[config.mk]
export PLATFORM = sky130hd
export DESIGN_NAME = triangulo_flat
export DESIGN_NICKNAME = d
export VERILOG_FILES = /design/src/rtl/triangulo_if.sv /design/src/rtl/triangulo.sv /design/src/flat_wrapper.sv
export SDC_FILE = /design/constraint.sdc
export NUM_CORES = 2
export LEC_CHECK = 0
export ABC_CLOCK_PERIOD_IN_PS = 9300
export CORE_UTILIZATION = 55
export DETAILED_ROUTE_END_ITERATION = 10
export HOLD_SLACK_MARGIN = 0.03
export PLACE_DENSITY = 0.72
export RECOVER_POWER = 50
export SYNTH_ARGS = -nofsm -noshare
export SYNTH_HDL_FRONTEND = slang
export SYNTH_SLANG_ARGS = --single-unit
export TNS_END_PERCENT = 50
[constraint.sdc]
create_clock -name clk -period 9.3 [get_ports clk]
set_clock_uncertainty 0.15 [all_clocks]
set_input_delay 1.86 -clock clk [delete_from_list [all_inputs] [get_ports clk]]
set_output_delay 1.86 -clock clk [all_outputs]
set_load 0.05 [all_outputs]
[src/rtl/triangulo_if.sv]
// Sample bus for the triangulo point-in-triangle tester: one query per cycle in,
// one inside/edge-sign verdict per cycle out, no backpressure.
interface triangulo_if;
  logic        in_valid;
  logic [11:0] pt1X;
  logic [11:0] pt1Y;
  logic [11:0] pt2X;
  logic [11:0] pt2Y;
  logic [11:0] pt3X;
  logic [11:0] pt3Y;
  logic [11:0] ptX;
  logic [11:0] ptY;
  logic        out_valid;
  logic        dentro;
  logic [2:0]  sinal;
  logic        degen;

  modport master (
    output in_valid, pt1X, pt1Y, pt2X, pt2Y, pt3X, pt3Y, ptX, ptY,
    input  out_valid, dentro, sinal, degen
  );

  modport slave (
    input  in_valid, pt1X, pt1Y, pt2X, pt2Y, pt3X, pt3Y, ptX, ptY,
    output out_valid, dentro, sinal, degen
  );
endinterface

[src/rtl/triangulo.sv]
// Three-stage pipelined point-in-triangle test using edge functions.
// Define TRIANGULO_DEGEN_EN to add zero-area detection (degen flag, dentro forced low).
module triangulo (
  input  logic       clk,
  input  logic       rst_n,
  triangulo_if.slave bus
);

  typedef logic signed [12:0] diff_t;
  typedef logic signed [26:0] edge_t;

  function automatic diff_t sub13(input logic [11:0] a, input logic [11:0] b);
    return $signed({1'b0, a}) - $signed({1'b0, b});
  endfunction

  // E = px*ay - ax*py on pre-formed differences; 26-bit products cannot overflow
  function automatic edge_t edge_fn(input diff_t px, input diff_t ay,
                                    input diff_t ax, input diff_t py);
    logic signed [25:0] m0;
    logic signed [25:0] m1;
    m0 = px * ay;
    m1 = ax * py;
    return 27'(m0) - 27'(m1);
  endfunction

  logic  v1_r;
  diff_t d12x_r, d12y_r, d23x_r, d23y_r, d31x_r, d31y_r;
  diff_t p2x_r, p2y_r, p3x_r, p3y_r, p1x_r, p1y_r;

  logic  v2_r;
  edge_t e12_r, e23_r, e31_r;

  logic       out_valid_r;
  logic       dentro_r;
  logic [2:0] sinal_r;

  logic [2:0] ge_s;
  logic [2:0] le_s;
  logic       dentro_s;

`ifdef TRIANGULO_DEGEN_EN
  logic area_zero_r;
  logic degen_r;
`endif

  // Stage 1: edge vectors (a-b) and query offsets (p-b), b being each edge's end vertex
  always_ff @(posedge clk or negedge rst_n) begin
    if (!rst_n) begin
      v1_r   <= 1'b0;
      d12x_r <= 13'sd0;
      d12y_r <= 13'sd0;
      d23x_r <= 13'sd0;
      d23y_r <= 13'sd0;
      d31x_r <= 13'sd0;
      d31y_r <= 13'sd0;
      p2x_r  <= 13'sd0;
      p2y_r  <= 13'sd0;
      p3x_r  <= 13'sd0;
      p3y_r  <= 13'sd0;
      p1x_r  <= 13'sd0;
      p1y_r  <= 13'sd0;
    end else begin
      v1_r <= bus.in_valid;
      if (bus.in_valid) begin
        d12x_r <= sub13(bus.pt1X, bus.pt2X);
        d12y_r <= sub13(bus.pt1Y, bus.pt2Y);
        d23x_r <= sub13(bus.pt2X, bus.pt3X);
        d23y_r <= sub13(bus.pt2Y, bus.pt3Y);
        d31x_r <= sub13(bus.pt3X, bus.pt1X);
        d31y_r <= sub13(bus.pt3Y, bus.pt1Y);
        p2x_r  <= sub13(bus.ptX, bus.pt2X);
        p2y_r  <= sub13(bus.ptY, bus.pt2Y);
        p3x_r  <= sub13(bus.ptX, bus.pt3X);
        p3y_r  <= sub13(bus.ptY, bus.pt3Y);
        p1x_r  <= sub13(bus.ptX, bus.pt1X);
        p1y_r  <= sub13(bus.ptY, bus.pt1Y);
      end
    end
  end

  // Stage 2: the three edge functions (and the area term when enabled)
  always_ff @(posedge clk or negedge rst_n) begin
    if (!rst_n) begin
      v2_r  <= 1'b0;
      e12_r <= 27'sd0;
      e23_r <= 27'sd0;
      e31_r <= 27'sd0;
`ifdef TRIANGULO_DEGEN_EN
      area_zero_r <= 1'b0;
`endif
    end else begin
      v2_r <= v1_r;
      if (v1_r) begin
        e12_r <= edge_fn(p2x_r, d12y_r, d12x_r, p2y_r);
        e23_r <= edge_fn(p3x_r, d23y_r, d23x_r, p3y_r);
        e31_r <= edge_fn(p1x_r, d31y_r, d31x_r, p1y_r);
`ifdef TRIANGULO_DEGEN_EN
        // E(pt1,pt2,pt3) rewritten in terms of the stored (1-2) and (2-3) vectors
        area_zero_r <= (edge_fn(d12x_r, d23y_r, d23x_r, d12y_r) == 27'sd0);
`endif
      end
    end
  end

  // Sign classification; accepting both all->=0 and all-<=0 makes winding irrelevant
  always_comb begin
    ge_s     = {~e31_r[26], ~e23_r[26], ~e12_r[26]};
    le_s     = {e31_r[26] | (e31_r == 27'sd0),
                e23_r[26] | (e23_r == 27'sd0),
                e12_r[26] | (e12_r == 27'sd0)};
    dentro_s = (&ge_s) | (&le_s);
`ifdef TRIANGULO_DEGEN_EN
    if (area_zero_r) begin
      dentro_s = 1'b0;
    end else begin
      dentro_s = (&ge_s) | (&le_s);
    end
`endif
  end

  // Stage 3: output flags, held between valid samples
  always_ff @(posedge clk or negedge rst_n) begin
    if (!rst_n) begin
      out_valid_r <= 1'b0;
      dentro_r    <= 1'b0;
      sinal_r     <= 3'b000;
`ifdef TRIANGULO_DEGEN_EN
      degen_r     <= 1'b0;
`endif
    end else begin
      out_valid_r <= v2_r;
      if (v2_r) begin
        dentro_r <= dentro_s;
        sinal_r  <= ge_s;
`ifdef TRIANGULO_DEGEN_EN
        degen_r  <= area_zero_r;
`endif
      end
    end
  end

  assign bus.out_valid = out_valid_r;
  assign bus.dentro    = dentro_r;
  assign bus.sinal     = sinal_r;
`ifdef TRIANGULO_DEGEN_EN
  assign bus.degen     = degen_r;
`else
  assign bus.degen     = 1'b0;
`endif

endmodule

[src/flat_wrapper.sv]
// flat-port wrapper written by rule: the top's interface ports become plain ports
module triangulo_flat 
  (clk, rst_n, bus_in_valid, bus_pt1X, bus_pt1Y, bus_pt2X, bus_pt2Y, bus_pt3X, bus_pt3Y, bus_ptX, bus_ptY, bus_out_valid, bus_dentro, bus_sinal, bus_degen);
  triangulo_if bus_i ();
  input  logic clk;
  input  logic rst_n;
  input wire logic [$bits(bus_i.in_valid)-1:0] bus_in_valid;
  input wire logic [$bits(bus_i.pt1X)-1:0] bus_pt1X;
  input wire logic [$bits(bus_i.pt1Y)-1:0] bus_pt1Y;
  input wire logic [$bits(bus_i.pt2X)-1:0] bus_pt2X;
  input wire logic [$bits(bus_i.pt2Y)-1:0] bus_pt2Y;
  input wire logic [$bits(bus_i.pt3X)-1:0] bus_pt3X;
  input wire logic [$bits(bus_i.pt3Y)-1:0] bus_pt3Y;
  input wire logic [$bits(bus_i.ptX)-1:0] bus_ptX;
  input wire logic [$bits(bus_i.ptY)-1:0] bus_ptY;
  output wire logic [$bits(bus_i.out_valid)-1:0] bus_out_valid;
  output wire logic [$bits(bus_i.dentro)-1:0] bus_dentro;
  output wire logic [$bits(bus_i.sinal)-1:0] bus_sinal;
  output wire logic [$bits(bus_i.degen)-1:0] bus_degen;
  assign bus_i.in_valid = bus_in_valid;
  assign bus_i.pt1X = bus_pt1X;
  assign bus_i.pt1Y = bus_pt1Y;
  assign bus_i.pt2X = bus_pt2X;
  assign bus_i.pt2Y = bus_pt2Y;
  assign bus_i.pt3X = bus_pt3X;
  assign bus_i.pt3Y = bus_pt3Y;
  assign bus_i.ptX = bus_ptX;
  assign bus_i.ptY = bus_ptY;
  assign bus_out_valid = bus_i.out_valid;
  assign bus_dentro = bus_i.dentro;
  assign bus_sinal = bus_i.sinal;
  assign bus_degen = bus_i.degen;
  triangulo u_core (.clk(clk), .rst_n(rst_n), .bus(bus_i));
endmodule
## Word level (Yosys, flattened, before mapping)

Index checks and enable logic that the tools add are counted.

- Reductions and logical operators: 5
- Divide/modulo/power cells: 0
- Muxes and demuxes: 0
- Shift operators: 0
- $lt $le $gt $ge: 0
- $mul: 6
- $add $sub $neg: 15
- Bitwise operators: 7
- Equality and inequality tests: 0

Operators with widths:

| kind | count |
|---|---|
| 13-bit by 13-bit multiplier with 26-bit output | 6 |
| 12-bit by 12-bit subtractor with 13-bit output | 12 |
| 27-bit logical NOT | 3 |
| 26-bit by 26-bit subtractor with 27-bit output | 3 |
| 3-bit AND reduction | 2 |
| 1-bit bitwise OR | 4 |
| 1-bit NOT | 3 |

- Bits in writable memories: 0
- Bits in read-only memories: 0
- Memories kept: 0
- Bits in latches: 0
- Input bits: 99
- Flip-flop bits (word level): 244
- Logic and storage cells: 53
- Output and inout bits: 6

## Logic depth before layout (Yosys ltp)

- Word-level depth: 4
- Gate-level depth with buffers: 26
- Depth with buffers taken out: 25

## Worst setup path after synthesis

OpenSTA, ideal clock, no wires.

- Kind: flip-flop to flip-flop
- Start: register u_core.p1y_r[0]
- End: register u_core.e31_r[24]
- Data required time: 9025 ps
- Cell stages (with the launch flop): 22
- Clock period less this slack: 7027 ps
- Library setup time: 125 ps
- Buffers on the path: 1
- Setup slack: 2273 ps
- Arrival: 6752 ps
- Path through: dfrtp_1 clkbuf_1 nand2_1 inv_1 fa_1 fa_1 inv_1 fa_1 fa_1 fa_1 fa_1 inv_1 fa_1 inv_1 ha_1 and3_1 a31oi_2 a211oi_1 or4b_1 a221oi_2 xnor2_1 mux2_2

- Longest elaborated chain between the ends: 2

Ends and longest elaborated chain:

| item | line | text |
|---|---|---|
| from (decl) | triangulo.sv:28 | `diff_t p2x_r, p2y_r, p3x_r, p3y_r, p1x_r, p1y_r;` |
| from (signal assigned) | triangulo.sv:76 | `p1y_r <= sub13(bus.ptY, bus.pt1Y);` |
| 13-bit by 13-bit multiplier with 26-bit output | triangulo.sv:22 | `m1 = ax * py;` |
| 26-bit by 26-bit subtractor with 27-bit output | triangulo.sv:23 | `return 27'(m0) - 27'(m1);` |
| to (signal assigned) | triangulo.sv:96 | `e31_r <= edge_fn(p1x_r, d31y_r, d31x_r, p1y_r);` |
| to (decl) | triangulo.sv:31 | `edge_t e12_r, e23_r, e31_r;` |

Every way passes these cells.
A chain may end at the register's enable or synchronous reset.

## Worst setup path after layout

- Start: register u_core.p2y_r[3]
- End: register u_core.e12_r[26]

- Longest elaborated chain between the ends: 2

Ends and longest elaborated chain:

| item | line | text |
|---|---|---|
| from (decl) | triangulo.sv:28 |  |
| from (signal assigned) | triangulo.sv:72 | `p2y_r <= sub13(bus.ptY, bus.pt2Y);` |
| 13-bit by 13-bit multiplier with 26-bit output | triangulo.sv:22 |  |
| 26-bit by 26-bit subtractor with 27-bit output | triangulo.sv:23 |  |
| to (signal assigned) | triangulo.sv:94 | `e12_r <= edge_fn(p2x_r, d12y_r, d12x_r, p2y_r);` |
| to (decl) | triangulo.sv:31 |  |

Every way passes these cells.

==> impl_results.md <==
- Register-to-Register Path Depth: 22
- Post-synth top area share: 41.5%
- All-Layer GR Usage: 29.5%
- Net count of the mapped netlist: just under 8000
- Area of the mapped netlist: between 0.05 and 0.06 mm2
- Number of antenna-violating nets in the routed design: 0
- Crit-path max FO: 13
- Min-Delay Startpoint: u_core.e31_r[8]
- Post-layout minimum cycle time: 7840 ps
- Clock network latency to the later pin of the worst-skew pair: just under 600 ps
- Top cells by area in the synthesized netlist: sky130_fd_sc_hd__fa_1 (42%), sky130_fd_sc_hd__ha_1 (11%), sky130_fd_sc_hd__dfrtp_1 (11%)
- I/O pin total: around 110
- Number of buffers added by the clock tree synthesis step: 34
- DRC Markers: 0
- Path type of the worst min-delay path: flop to flop
- Worst EP required: ~9500 ps
- Met1 Resource Use GR: about two fifths
- Root buf cell: sky130_fd_sc_hd__clkbuf_16
- Post-synthesis to final-layout area growth: 5.74%
- Type of element capturing the critical path: flop
- Total of buffers placed on input and output ports: around 100
- Via count of the routed design: roughly 40000
- Hold path depth: 1
- Number of rows in the core area: about 120
- Worst-margin pin slew: roughly 6000 ps
- Number of enable flip-flop cells after synthesis: 0
- Status: complete, but fails checks
- FF-to-FF setup slack: around 1500 ps
- Post-cts sizing count: 0
- Final Hold Fails: 0
- Placed inst area: approximately 0.059 mm2
- Share of the yosys chip area belonging to registers: 10.8%
- Synth area leader: sky130_fd_sc_hd__fa_1
- Layer with the highest usage: met2
- Clock-pin slew of the registers on the worst-case setup and hold paths: 60 ps
- Post-Route WL: approximately 150 mm
- Maximum clock rate: roughly 130 MHz
- Fraction of layout cells with a size suffix above 1: just over 4%
- Number of standard cells after synthesis: around 6000
- Hold_buf cts: 0
- Met2 global-route usage: 47.4%
- Critical Path AT: ~8000 ps
- Final cell utilization of the core: between 50 and 60%
- Fin crit share: a little over four fifths
- Starting utilization of the core area: between 50% and 60%
- Routability congestion estimate from global placement: ~0.95
- Critical R2R Launch: u_core.p2y_r[3]
- H-tree depth: 2
- Buffers inserted during post-CTS setup optimization: 0
- Clk sink count: around 240
- Reg-to-reg critical path endpoint: u_core.e12_r[26]
- Area of all placed cells without fillers: 0.0598 mm2
- Ys async rst share: 100%
- Max capacitance violation total: 4
- First drt pass iteration count: 5
- Normalized max-slew margin: -293%
- Core outline area: around 0.10 mm2
- X dimension of the die: roughly 320 um
- Synth warn: 0
- Endpoints failing setup: 0
- CP Launch Type: flop
- Wire length per cell after detailed routing: around 20 um
- Worst hold slack across all endpoints: approximately 350 ps
- Overflow left after global routing: 0
- Number of distinct library cells after synthesis: 63
- Die Ht: around 320 um
- Hold Path Sink: u_core.e31_r[8]
- Accumulated negative setup slack: 0 ps
- Number of flip-flops and latches in the synthesized netlist: 244
- Violated checks: max-capacitance violations, max-slew violations
- Met3 global-route usage: 6.06%
- Largest net degree at the start of global routing: roughly 110
- Final nets: roughly 7700
- Number of filler instances in the final layout: between 8000 and 9000
- Storage cell area: roughly 0.006 mm2
- Detailed-route vias per instance: between 5 and 6
- Max-slew violations: about 330
- Wire length of the first global-routing pass: about 230 mm
- Dominant synthesized flop cell: sky130_fd_sc_hd__dfrtp_1
- Average footprint of a synthesized cell: 9.51 um2
- Dpl hpwl: approximately 120 mm
- Initial antenna violation count: 8
- Classification of the worst setup path: flop to flop
- Area of the multi-input gates: between 0.04 and 0.05 mm2
- Area of the die: between 0.1 and 0.15 mm2
- Via count of the first global-routing pass: roughly 43000
- DRC violation total after the first TritonRoute iteration: about 2800
- CTS tree: done
- Maximum root-to-sink buffer count: 3
- Unrepaired setup endpoints after global routing: no
[sequential cells by signal, summed over array words and instances (netlist names), 13 cells and up]
name           flops
u_core.p2x_r      13
u_core.p1x_r      13
u_core.d12y_r     13
u_core.p1y_r      13
u_core.p3y_r      13
u_core.e31_r      27
u_core.d23x_r     13
u_core.d23y_r     13
u_core.e12_r      27
u_core.p2y_r      13
u_core.e23_r      27
u_core.d31y_r     13
u_core.d31x_r     13
u_core.d12x_r     13
u_core.p3x_r      13
[critical path: stages (launching register included)]
cell,delay (ps)
sky130_fd_sc_hd__dfrtp_1,770
sky130_fd_sc_hd__inv_1,300
sky130_fd_sc_hd__nor2_1,310
sky130_fd_sc_hd__fa_1,700
sky130_fd_sc_hd__fa_1,590
sky130_fd_sc_hd__inv_1,60
sky130_fd_sc_hd__fa_1,510
sky130_fd_sc_hd__inv_1,60
sky130_fd_sc_hd__fa_1,520
sky130_fd_sc_hd__inv_1,50
sky130_fd_sc_hd__fa_1,450
sky130_fd_sc_hd__fa_1,490
sky130_fd_sc_hd__inv_1,50
sky130_fd_sc_hd__fa_1,470
sky130_fd_sc_hd__inv_1,40
sky130_fd_sc_hd__ha_1,330
sky130_fd_sc_hd__a21oi_1,260
sky130_fd_sc_hd__or4b_1,470
sky130_fd_sc_hd__and3_1,180
sky130_fd_sc_hd__a311o_1,350
sky130_fd_sc_hd__a31oi_1,210
sky130_fd_sc_hd__xnor2_1,140
sky130_fd_sc_hd__a21oi_1,80
[cell families (layout without fill, tap and decap cells)]
logic type / Yosys count / after routing / synth area share [%]
flops: 244 / 244 / 10.8
simple gates: 1496 / 1496 / 13.7
fa+ha+maj: 1674 / 1674 / 52.6
buf+inv: 1640 / 1620 / 10.9
mux: 164 / 164 / 3.24
compound gates: 524 / 524 / 5.64
xor+xnor: 202 / 202 / 3.13
other cells: 1 / 2 / 0.00663
[synth_stat cells, types with 27 or more instances]
cell type                  instances
sky130_fd_sc_hd__nand2b_1         27
sky130_fd_sc_hd__nor2_1          177
sky130_fd_sc_hd__mux2_2          150
sky130_fd_sc_hd__nor2b_1          71
sky130_fd_sc_hd__nor3_1           48
sky130_fd_sc_hd__ha_1            501
sky130_fd_sc_hd__or3_1            32
sky130_fd_sc_hd__nand2_1         450
sky130_fd_sc_hd__and3_1           32
sky130_fd_sc_hd__nand3_1          33
sky130_fd_sc_hd__o21ai_0         163
sky130_fd_sc_hd__inv_1          1447
sky130_fd_sc_hd__and2_1          573
sky130_fd_sc_hd__a21oi_1         162
sky130_fd_sc_hd__a211oi_1         37
sky130_fd_sc_hd__o21a_1           38
sky130_fd_sc_hd__a21o_1           27
sky130_fd_sc_hd__xor2_1           33
sky130_fd_sc_hd__fa_1           1173
sky130_fd_sc_hd__xnor2_1         169
sky130_fd_sc_hd__dfrtp_1         244
sky130_fd_sc_hd__clkbuf_1        186
[per-stage QoR]
| stage | instances | setup WS [ps] |
|---|---|---|
| after global placement | 7232 | 1720 |
| after CTS | 7293 | 1470 |
| after detailed placement | 7232 | 1530 |
| after floorplan | 5945 | 2270 |
| after global routing | 7293 | 829 |
| final | 7294 | 1460 |
[per-layer routing]
layer  wire length (um)  vias up
met4               4250        4
li1                   -    17776
met1              61300    20571
met5                 27        -
met2              67500     1412
met3              12800      266
[cell type report]
type                       instances  share of cell area, %
sequential                       244                   10.2
antenna                            1                0.00419
timing repair buffer             111                   1.80
clock buffer                      42                   1.51
clock inverter                    19                  0.473
multi-input combinational       4061                   74.1
inverter                        1448                   9.09
tap                             1368                   2.86
[how the worst max path moves through the flow]
stage | start | endpoint | slack, ps | depth (start not counted)
after global placement | u_core.d31x_r[12] | u_core.e31_r[24] | 1720 | 21
after CTS | u_core.d31x_r[12] | u_core.e31_r[24] | 1470 | 21
after floorplan | u_core.p1y_r[0] | u_core.e31_r[24] | 2270 | 21
after global routing | rst_n | u_core.d31x_r[4] | 830 | 2
after detailed placement | u_core.d31x_r[12] | u_core.e31_r[24] | 1530 | 21
final | u_core.p2y_r[3] | u_core.e12_r[26] | 1460 | 22
[cell usage in the layout (no fill, tap or decap), types with 13 or more instances in the layout]
cell and instances:
sky130_fd_sc_hd__nor3_1 48, sky130_fd_sc_hd__clkdlybuf4s50_1 97, sky130_fd_sc_hd__clkbuf_16 34, sky130_fd_sc_hd__a211oi_1 37, sky130_fd_sc_hd__nor2b_1 71, sky130_fd_sc_hd__mux2i_1 13
sky130_fd_sc_hd__xor2_1 33, sky130_fd_sc_hd__fa_1 1173, sky130_fd_sc_hd__dfrtp_1 244, sky130_fd_sc_hd__o21a_1 38, sky130_fd_sc_hd__nand2_1 450, sky130_fd_sc_hd__a31o_2 15
sky130_fd_sc_hd__nand3_1 33, sky130_fd_sc_hd__nand2b_1 27, sky130_fd_sc_hd__nor4_1 19, sky130_fd_sc_hd__and3_1 32, sky130_fd_sc_hd__a21oi_1 162, sky130_fd_sc_hd__inv_1 1447
sky130_fd_sc_hd__mux2_2 150, sky130_fd_sc_hd__and2_1 573, sky130_fd_sc_hd__o21ai_0 163, sky130_fd_sc_hd__nor2_1 177, sky130_fd_sc_hd__xnor2_1 169, sky130_fd_sc_hd__or3_1 32
sky130_fd_sc_hd__ha_1 501, sky130_fd_sc_hd__a21o_1 27
Power is left out: the tool's default activity adds up to more than one toggle a clock period on the data nets, which glitch-free logic cannot reach.
